`src/rtl/result_byte_scanner_pkg.sv`:
```
// Shared constants and types for the result display path: word geometry,
// scanner state encoding and default timing parameters.
package result_byte_scanner_pkg;

    localparam int BYTES_PER_WORD = 32;
    localparam int BYTE_IDX_W     = 5;
    localparam int DEF_TICK_DIV   = 25_000_000;
    localparam int DEF_RD_LAT     = 2;

    localparam logic [BYTE_IDX_W-1:0] LAST_BYTE = BYTE_IDX_W'(BYTES_PER_WORD - 1);

    typedef enum logic [1:0] {
        ST_IDLE = 2'd0,
        ST_WAIT = 2'd1,
        ST_SHOW = 2'd2,
        ST_DONE = 2'd3
    } scan_state_e;

    function automatic logic [7:0] byte_of(input logic [8*BYTES_PER_WORD-1:0] word,
                                           input logic [BYTE_IDX_W-1:0]       idx);
        return word[{idx, 3'b000} +: 8];
    endfunction

endpackage

```
`src/rtl/result_byte_scanner_tick_divider.sv`:
```
// Free-running divider producing a one-cycle tick every TICK_DIV clocks;
// clear holds the count at zero so the first tick lands TICK_DIV-1 cycles later.
module tick_divider
    import result_byte_scanner_pkg::*;
#(
    parameter int TICK_DIV = DEF_TICK_DIV
) (
    input  logic clk,
    input  logic rst_n,
    input  logic clear_i,
    output logic tick_o
);

    localparam int CNT_W = $clog2(TICK_DIV);

    logic [CNT_W-1:0] cnt_q, cnt_d;

    assign tick_o = (cnt_q == CNT_W'(TICK_DIV - 1));

    always_comb begin
        cnt_d = cnt_q + 1'b1;
        if (clear_i || tick_o) begin
            cnt_d = '0;
        end
    end

    always_ff @(posedge clk or negedge rst_n) begin
        if (!rst_n) begin
            cnt_q <= '0;
        end else begin
            cnt_q <= cnt_d;
        end
    end

endmodule

```
`src/rtl/result_byte_scanner.sv`:
```
// Reads one result word from RAM on start and steps its bytes onto the LEDs,
// low byte first, one byte per display tick; stops after one pass or loops.
module result_byte_scanner
    import result_byte_scanner_pkg::*;
#(
    parameter int DATA_W   = 256,
    parameter int ADDR_W   = 8,
    parameter int RD_LAT   = DEF_RD_LAT,
    parameter int TICK_DIV = DEF_TICK_DIV
) (
    input  logic                  clk,
    input  logic                  rst_n,
    input  logic                  start_i,
    input  logic                  loop_i,
    input  logic [ADDR_W-1:0]     base_addr_i,
    output logic [ADDR_W-1:0]     ram_addr_o,
    input  logic [DATA_W-1:0]     ram_data_i,
    output logic [7:0]            leds_o,
    output logic [BYTE_IDX_W-1:0] byte_idx_o,
    output logic                  busy_o,
    output logic                  done_o
);

    localparam int WORD_W = 8 * BYTES_PER_WORD;
    localparam int WAIT_W = (RD_LAT > 1) ? $clog2(RD_LAT) : 1;

    scan_state_e           state_q, state_d;
    logic [ADDR_W-1:0]     ram_addr_q, ram_addr_d;
    logic [WAIT_W-1:0]     wait_cnt_q, wait_cnt_d;
    logic [WORD_W-1:0]     word_q, word_d;
    logic [7:0]            leds_q, leds_d;
    logic [BYTE_IDX_W-1:0] byte_idx_q, byte_idx_d;
    logic                  wait_last;
    logic                  tick;

    assign wait_last = (wait_cnt_q == WAIT_W'(RD_LAT - 1));

    // Held clear outside SHOW, so entering SHOW always starts a fresh byte period.
    tick_divider #(
        .TICK_DIV (TICK_DIV)
    ) u_tick (
        .clk     (clk),
        .rst_n   (rst_n),
        .clear_i (state_q != ST_SHOW),
        .tick_o  (tick)
    );

    always_ff @(posedge clk or negedge rst_n) begin
        if (!rst_n) begin
            state_q <= ST_IDLE;
        end else begin
            state_q <= state_d;
        end
    end

    always_comb begin
        state_d = state_q;
        case (state_q)
            ST_IDLE, ST_DONE: if (start_i) state_d = ST_WAIT;
            ST_WAIT:          if (wait_last) state_d = ST_SHOW;
            ST_SHOW:          if (tick && byte_idx_q == LAST_BYTE && !loop_i) state_d = ST_DONE;
            default:          state_d = ST_IDLE;
        endcase
    end

    always_comb begin
        busy_o = (state_q == ST_WAIT) || (state_q == ST_SHOW);
        done_o = (state_q == ST_DONE);
    end

    always_comb begin
        ram_addr_d = ram_addr_q;
        wait_cnt_d = wait_cnt_q;
        word_d     = word_q;
        leds_d     = leds_q;
        byte_idx_d = byte_idx_q;
        case (state_q)
            ST_IDLE, ST_DONE: begin
                if (start_i) begin
                    ram_addr_d = base_addr_i;
                    wait_cnt_d = '0;
                end
            end
            ST_WAIT: begin
                wait_cnt_d = wait_cnt_q + 1'b1;
                if (wait_last) begin
                    word_d     = ram_data_i[WORD_W-1:0];
                    leds_d     = ram_data_i[7:0];
                    byte_idx_d = '0;
                end
            end
            ST_SHOW: begin
                if (tick) begin
                    if (byte_idx_q != LAST_BYTE) begin
                        byte_idx_d = byte_idx_q + 1'b1;
                    end else if (loop_i) begin
                        byte_idx_d = '0;
                    end
                    leds_d = byte_of(word_q, byte_idx_d);
                end
            end
            default: ;
        endcase
    end

    always_ff @(posedge clk or negedge rst_n) begin
        if (!rst_n) begin
            ram_addr_q <= '0;
            wait_cnt_q <= '0;
            word_q     <= '0;
            leds_q     <= '0;
            byte_idx_q <= '0;
        end else begin
            ram_addr_q <= ram_addr_d;
            wait_cnt_q <= wait_cnt_d;
            word_q     <= word_d;
            leds_q     <= leds_d;
            byte_idx_q <= byte_idx_d;
        end
    end

    assign ram_addr_o = ram_addr_q;
    assign leds_o     = leds_q;
    assign byte_idx_o = byte_idx_q;

endmodule

```
`config.mk`:
```
export PLATFORM = sky130hd
export DESIGN_NAME = result_byte_scanner
export DESIGN_NICKNAME = d
export VERILOG_FILES = /design/src/rtl/result_byte_scanner_pkg.sv /design/src/rtl/result_byte_scanner_tick_divider.sv /design/src/rtl/result_byte_scanner.sv
export SDC_FILE = /design/constraint.sdc
export NUM_CORES = 1
export LEC_CHECK = 0
export ABC_AREA = 1
export CORE_MARGIN = 2
export CORE_UTILIZATION = 53
export DETAILED_ROUTE_END_ITERATION = 10
export PLACE_DENSITY = 0.81
export SETUP_SLACK_MARGIN = 0.1
export SLEW_MARGIN = 20
export SYNTH_ARGS = -nofsm -noshare
export SYNTH_HDL_FRONTEND = slang
export SYNTH_SLANG_ARGS = --single-unit
```
`constraint.sdc`:
```
create_clock -name clk -period 2.75 [get_ports clk]
set_input_delay 0.4125 -clock clk [delete_from_list [all_inputs] [get_ports clk]]
set_output_delay 0.4125 -clock clk [all_outputs]
set_load 0.01 [all_outputs]
```
==> results.json, run 1 <==
{
  "synth.top_cell.area_share_pct": 50.9,
  "wl_per_cell_um": 18.1,
  "wl_met3_um": 4500,
  "cts_buffer_depth": 3,
  "seq_power_share_pct": 35.5,
  "diodes": 0,
  "grt_max_degree": 148,
  "ant_nets": 0,
  "track_usage_pct": 31.3,
  "fin_crit_ps": 2470,
  "power.density_mw_per_mm2": 1060,
  "synth_ff_type": "dfrtp_1",
  "grt_pass1_vias": 14032,
  "p_sw_share_pct": 38.8,
  "critPathMaxStageDelay_ps": 540,
  "tns_ps": 0,
  "hold_violations": 0,
  "yosysSeqAreaShare_pct": 50.9,
  "fin_cells": 2542,
  "wl_met1_um": 18000,
  "status": "completed",
  "critPathArrivalTime_ps": 2060,
  "die_h_um": 172,
  "endpoint_kind": "output port",
  "fin_skew_ps": 15.3,
  "cts_tree": "yes",
  "fmax_mhz": 405,
  "avgSynthCellArea_um2": 7.95,
  "area_growth_pct": 30.2,
  "critical_path.cell_chain": "inv_1, ha_1, inv_1, clkdlybuf4s50_1",
  "wl_met2_um": 21700,
  "setup_violations": 0,
  "min_to": "word_q[171]$_DFFE_PN0P_",
  "path_clk_slew_ps": 60,
  "drc": 0,
  "synth_cell_types": 40,
  "critical_path_required_ps": 2340,
  "dp_hpwl_um": 32700,
  "cts-root-buf": "clkbuf_16",
  "synth_area_leaders": "dfrtp_1 (51%), nand3_1 (9.9%), a21oi_1 (8.5%)",
  "dr.pass1.iters": 8,
  "start_util_pct": 54.0,
  "floorplan.rows": 61,
  "drt-initial-drc-count": 1446,
  "worst_hold_slack_ps": 428,
  "fin_nets": 2416,
  "final_common_cell": "dfrtp_1",
  "cts_buffers": 31,
  "dieWidth_um": 172,
  "yosysWarnings": 0,
  "cp_slowest_cell": "clkdlybuf4s50_1",
  "r2r-end": "leds_o[2]$_DFFE_PN0P_",
  "drive_gt1_share_pct": 7.49,
  "worstPathMaxFanout": 5,
  "viasPerCell": 5.57,
  "highest_layer": "met4",
  "dp_slack_ps": -15.5,
  "slew_headroom_pct": 52.8,
  "synth_seq_cells": 305,
  "synth_top_area_cell": "dfrtp_1",
  "antenna_found_initial": 0,
  "leakagePower_nw": 9.41,
  "place.gp.congestion": 0.917,
  "synth_nets": 2161,
  "syn-instance-count": 1886,
  "port_buffers": 290,
  "core_area_mm2": 0.0278,
  "pwr-share-clk_pct": 21.1,
  "overflow": 0,
  "combPwrFrac_pct": 43.5,
  "netlist_area_mm2": 0.0150,
  "cpMostUsedCell": "inv_1",
  "async_flop_share_pct": 100,
  "clk_latency_ps": 560,
  "cap_viol_max_count": 0,
  "ir_drop_mv": 0.600,
  "regToRegSetupSlack_ps": 290,
  "reg2reg_from": "byte_idx_o[0]$_DFFE_PN0P_",
  "path_class": "flop to output port",
  "htree_levels": 1,
  "p_sw_mw": 8.01,
  "holdPathStages": 3,
  "design.portCount": 291,
  "vias": 14154,
  "post-route-period-util_pct": 89.8,
  "clkSinkCount": 305,
  "worst_pin_slew_ps": 708,
  "final_util_pct": 70.2,
  "cp-start-kind": "flop",
  "fin_ws_ps": 279,
  "grt_pass1_wl_um": 72300,
  "p_int_mw": 12.6,
  "slew_viol_final": 0,
  "placed_cells": 2481,
  "reg2reg_depth": 15,
  "mostFrequentLayoutCells": "dfrtp_1 (305), nand3_1 (297), clkdlybuf4s50_1 (289)",
  "dieArea_mm2": 0.0296,
  "grt_setup_unrepaired": "false",
  "synth-edff-count": 0,
  "hold_path.class": "input pin to flop",
  "worstHoldStart": "ram_data_i[171]",
  "routed_wl_um": 46000
}
[Yosys cell counts, types with 2 or more instances]
cell	n
clkbuf_1	48
nor3_1	16
a211oi_1	2
buf_6	12
nand3_1	297
o31ai_1	2
nand3b_1	3
o21ai_0	27
nand4_1	6
o211ai_1	8
nor4_1	4
buf_2	38
inv_1	271
dfrtp_1	305
inv_2	4
ha_1	7
or2_2	4
nand2_2	2
a21oi_1	254
mux2_2	37
nor2_1	256
nor2_2	3
nand2_1	234
buf_1	16
o21ai_2	2
a31oi_1	3
clkinv_1	2
o21ai_1	8
a21boi_1	4
[stage by stage]
step	instance area (um2)	total power [mW]
after floorplan	15000	13.0
after global placement	18400	15.8
after detailed placement	18400	16.1
after CTS	19500	20.6
after global routing	19500	22.0
final	19500	20.6
[flip-flops by register name (all words and copies together), names as in the netlist]
signal,flops
leds_o,8
byte_idx_o,5
wait_cnt_q,1
state_q,2
ram_addr_o,8
word_q,256
u_tick.cnt_q,25
[what timing repair did]
action,CTS,global route
hold endpoints to repair,70,0
pin swaps,1,0
hold buffers,1,0
endpoints found under the setup margin,8,8
gates resized for setup,1,6
setup buffers,3,0
gates cloned,1,0
[cell families (layout without fill, tap and decap cells)]
family / after synthesis / after routing / share of synthesized area, %
DFF: 305 / 305 / 50.9
muxes: 37 / 37 / 2.78
AOI/OAI and AO/OA: 315 / 315 / 11.0
and+or+nand+nor: 828 / 829 / 23.8
xor gates and xnor gates: 1 / 1 / 0.0584
adders and majority gates: 7 / 7 / 0.584
buffers and inverters: 393 / 670 / 10.8
[routing by layer]
layer / up-vias / global-route usage, %
li1: 6558 / -
met1: 6670 / 41.8
met2: 809 / 51.3
met3: 117 / 5.77
met4: 0 / 11.4
met5: - / 0.522
[power groups by stage]
stage | Clock, mW | Combinational [mW] | Sequential [mW]
2_1_floorplan | 0 | 5.83 | 7.15
6_report | 4.35 | 8.97 | 7.33
4_1_cts | 4.38 | 8.88 | 7.30
3_5_place_dp | 0 | 8.72 | 7.36
5_1_grt | 4.57 | 9.92 | 7.49
3_3_place_gp | 0 | 8.48 | 7.27
[critical path, delay by kind of cell, from the launching register on]
| family | cells | cell delay, ps |
|---|---|---|
| fa+ha+maj | 1 | 350 |
| flops | 1 | 430 |
| buf+inv | 3 | 720 |
[layout make-up]
class	instances	area (um2)
fillers	2222	8270
well taps	378	473
multi-input cells	1189	5790
inverters	278	1050
flip-flops and latches	305	7630
clock buffers	41	893
repair buffers	336	3510
clock inverters	15	159
[how the worst max path moves through the flow]
stage | startpoint | cells after the start | slack [ps] | to
2_1_floorplan | byte_idx_o[0]$_DFFE_PN0P_ | 17 | 500 | leds_o[2]$_DFFE_PN0P_
3_3_place_gp | byte_idx_o[0]$_DFFE_PN0P_ | 14 | 100 | leds_o[3]$_DFFE_PN0P_
3_5_place_dp | byte_idx_o[0]$_DFFE_PN0P_ | 17 | -20 | leds_o[4]$_DFFE_PN0P_
4_1_cts | byte_idx_o[0]$_DFFE_PN0P_ | 16 | 190 | leds_o[4]$_DFFE_PN0P_
5_1_grt | byte_idx_o[0]$_DFFE_PN0P_ | 18 | 100 | leds_o[0]$_DFFE_PN0P_
6_report | state_q[0]$_DFFE_PN0P_ | 4 | 280 | busy_o
Note: power is estimated with default switching activity, not from simulation.
==> run 2: changes to the inputs <==
- REMOVE_ABC_BUFFERS: default -> 1
==> results.json, run 2 (synthesis gave the netlist of run 1 again) <==
{
  "hold_path.class": "flop to flop",
  "routed_wl_um": 45100,
  "ir_drop_mv": 0.527,
  "worstPathMaxFanout": 14,
  "ant_nets": 0,
  "clkSinkCount": 305,
  "worst_pin_slew_ps": 562,
  "fin_area_mm2": 0.0199,
  "htree_levels": 2,
  "slew_headroom_pct": 62.5,
  "dr.pass1.iters": 8,
  "grtUsageMet1_pct": 38.2,
  "path_class": "flop to flop",
  "grt_setup_unrepaired": "false",
  "wl_per_cell_um": 17.6,
  "leakagePower_nw": 9.58,
  "critical_path_required_ps": 3150,
  "clk_latency_ps": 520,
  "cap_viol_max_count": 0,
  "fmax_mhz": 390,
  "cts_buffer_depth": 3,
  "drc": 0,
  "met3_usage_pct": 4.78,
  "grt_max_degree": 73,
  "dieWidth_um": 172,
  "path_clk_slew_ps": 60,
  "slew_viol_final": 0,
  "cp-start-kind": "flop",
  "grt_pass1_wl_um": 68200,
  "placed_cells": 2479,
  "viasPerCell": 5.51,
  "cts_buffers": 34,
  "cts_tree": "yes",
  "floorplan.rows": 61,
  "registers.top_by_ff_count": "word_q",
  "power.density_mw_per_mm2": 1050,
  "dp_hpwl_um": 28900,
  "hold_violations": 0,
  "fin_ws_ps": 189,
  "place.gp.congestion": 0.887,
  "fin_cells": 2558,
  "area_growth_pct": 32.9,
  "largestRegisters": "word_q x256, u_tick.cnt_q x25",
  "setup_violations": 0,
  "grt_pass1_vias": 13627,
  "mostFrequentLayoutCells": "dfrtp_1 (305), nand3_1 (294), clkdlybuf4s50_1 (289)",
  "final_common_cell": "dfrtp_1",
  "port_buffers": 290,
  "global_route.usage.met2_pct": 48.3,
  "ff_latch_area_mm2": 0.00763,
  "status": "completed",
  "fin_crit_ps": 2560,
  "endpoint_kind": "flop",
  "fin_nets": 2431,
  "track_usage_pct": 29.2,
  "largest_reg_flops": 256,
  "nFillCells": 2103,
  "cts-root-buf": "clkbuf_16",
  "core_area_mm2": 0.0278,
  "post-route-period-util_pct": 93.1,
  "overflow": 0,
  "drive_gt1_share_pct": 8.31,
  "dp_slack_ps": -15.9,
  "dieArea_mm2": 0.0296,
  "multi_input_area_mm2": 0.00583,
  "worst_hold_slack_ps": 458,
  "die_h_um": 172,
  "top_usage_layer": "met2",
  "design.portCount": 291,
  "tns_ps": 0,
  "start_util_pct": 54.0,
  "antenna_found_initial": 2,
  "drt-initial-drc-count": 1484,
  "vias": 14098,
  "place_area_mm2": 0.0184,
  "critPathArrivalTime_ps": 2960,
  "fin_skew_ps": 17.7
}
==> run 2: critical path, stage by stage, from the launching register on <==
cell and delay [ps]:
dfrtp_1 390, ha_2 200, nand2_1 70, nor2_2 160, ha_4 210, buf_6 120, nand2_1 80, nand3_4 170
buf_6 150, buf_4 100, buf_6 160, o21ai_1 90, nand2_1 70, nand3_1 70, nand3_1 80, nand2_1 70
a21boi_2 170, nand2_1 70
==> run 2: cell type report <==
cell class                 count  share of cell area (%)
antenna                        2                  0.0251
clock buffer                  52                    5.32
clock inverter                 6                   0.320
inverter                     278                    5.30
multi-input combinational   1188                    29.2
sequential                   305                    38.3
tap                          378                    2.37
timing repair buffer         349                    19.1
==> run 2: stage by stage <==
| step | utilization, % | total power, mW |
|---|---|---|
| after floorplan | - | 12.7 |
| after global placement | 66.1 | 15.3 |
| after detailed placement | 66.1 | 15.7 |
| after CTS | 70.2 | 20.4 |
| after global routing | 71.7 | 22.2 |
| final | 71.7 | 20.9 |
==> run 2: repair_timing <==
item,in CTS,in global routing
pin swaps,0,4
endpoints found under the setup margin,8,8
endpoints found under the hold margin,60,0
gates resized for setup,2,31
hold buffers,1,0
buffers inserted,0,7
cloned,0,11
==> run 2: worst paths after layout <==
check,start,end,slack [ps],cells after the start
worst max-delay path,byte_idx_o[1]$_DFFE_PN0P_,leds_o[7]$_DFFE_PN0P_,190,17
worst min-delay path,u_tick.cnt_q[0]$_DFF_PN0_,u_tick.cnt_q[0]$_DFF_PN0_,460,1
worst max register to register,byte_idx_o[1]$_DFFE_PN0P_,leds_o[7]$_DFFE_PN0P_,190,17
worst min register to register,u_tick.cnt_q[0]$_DFF_PN0_,u_tick.cnt_q[0]$_DFF_PN0_,460,1
max in group asynchronous,rst_n,word_q[21]$_DFFE_PN0P_,1520,3
min in group asynchronous,rst_n,word_q[129]$_DFFE_PN0P_,470,2
==> run 2: power by group <==
| part | internal (mW) | leakage [nW] | switching [mW] |
|---|---|---|---|
| clock | 2.74 | 0.550 | 1.81 |
| sequential | 6.55 | 3.50 | 0.704 |
| combinational | 3.72 | 5.53 | 5.33 |
==> run 2: metal layers <==
metal	share of wire (%)	vias up
li1	-	6598
met1	40	6666
met2	47	714
met3	8.5	120
met4	4.2	0
met5	0	-
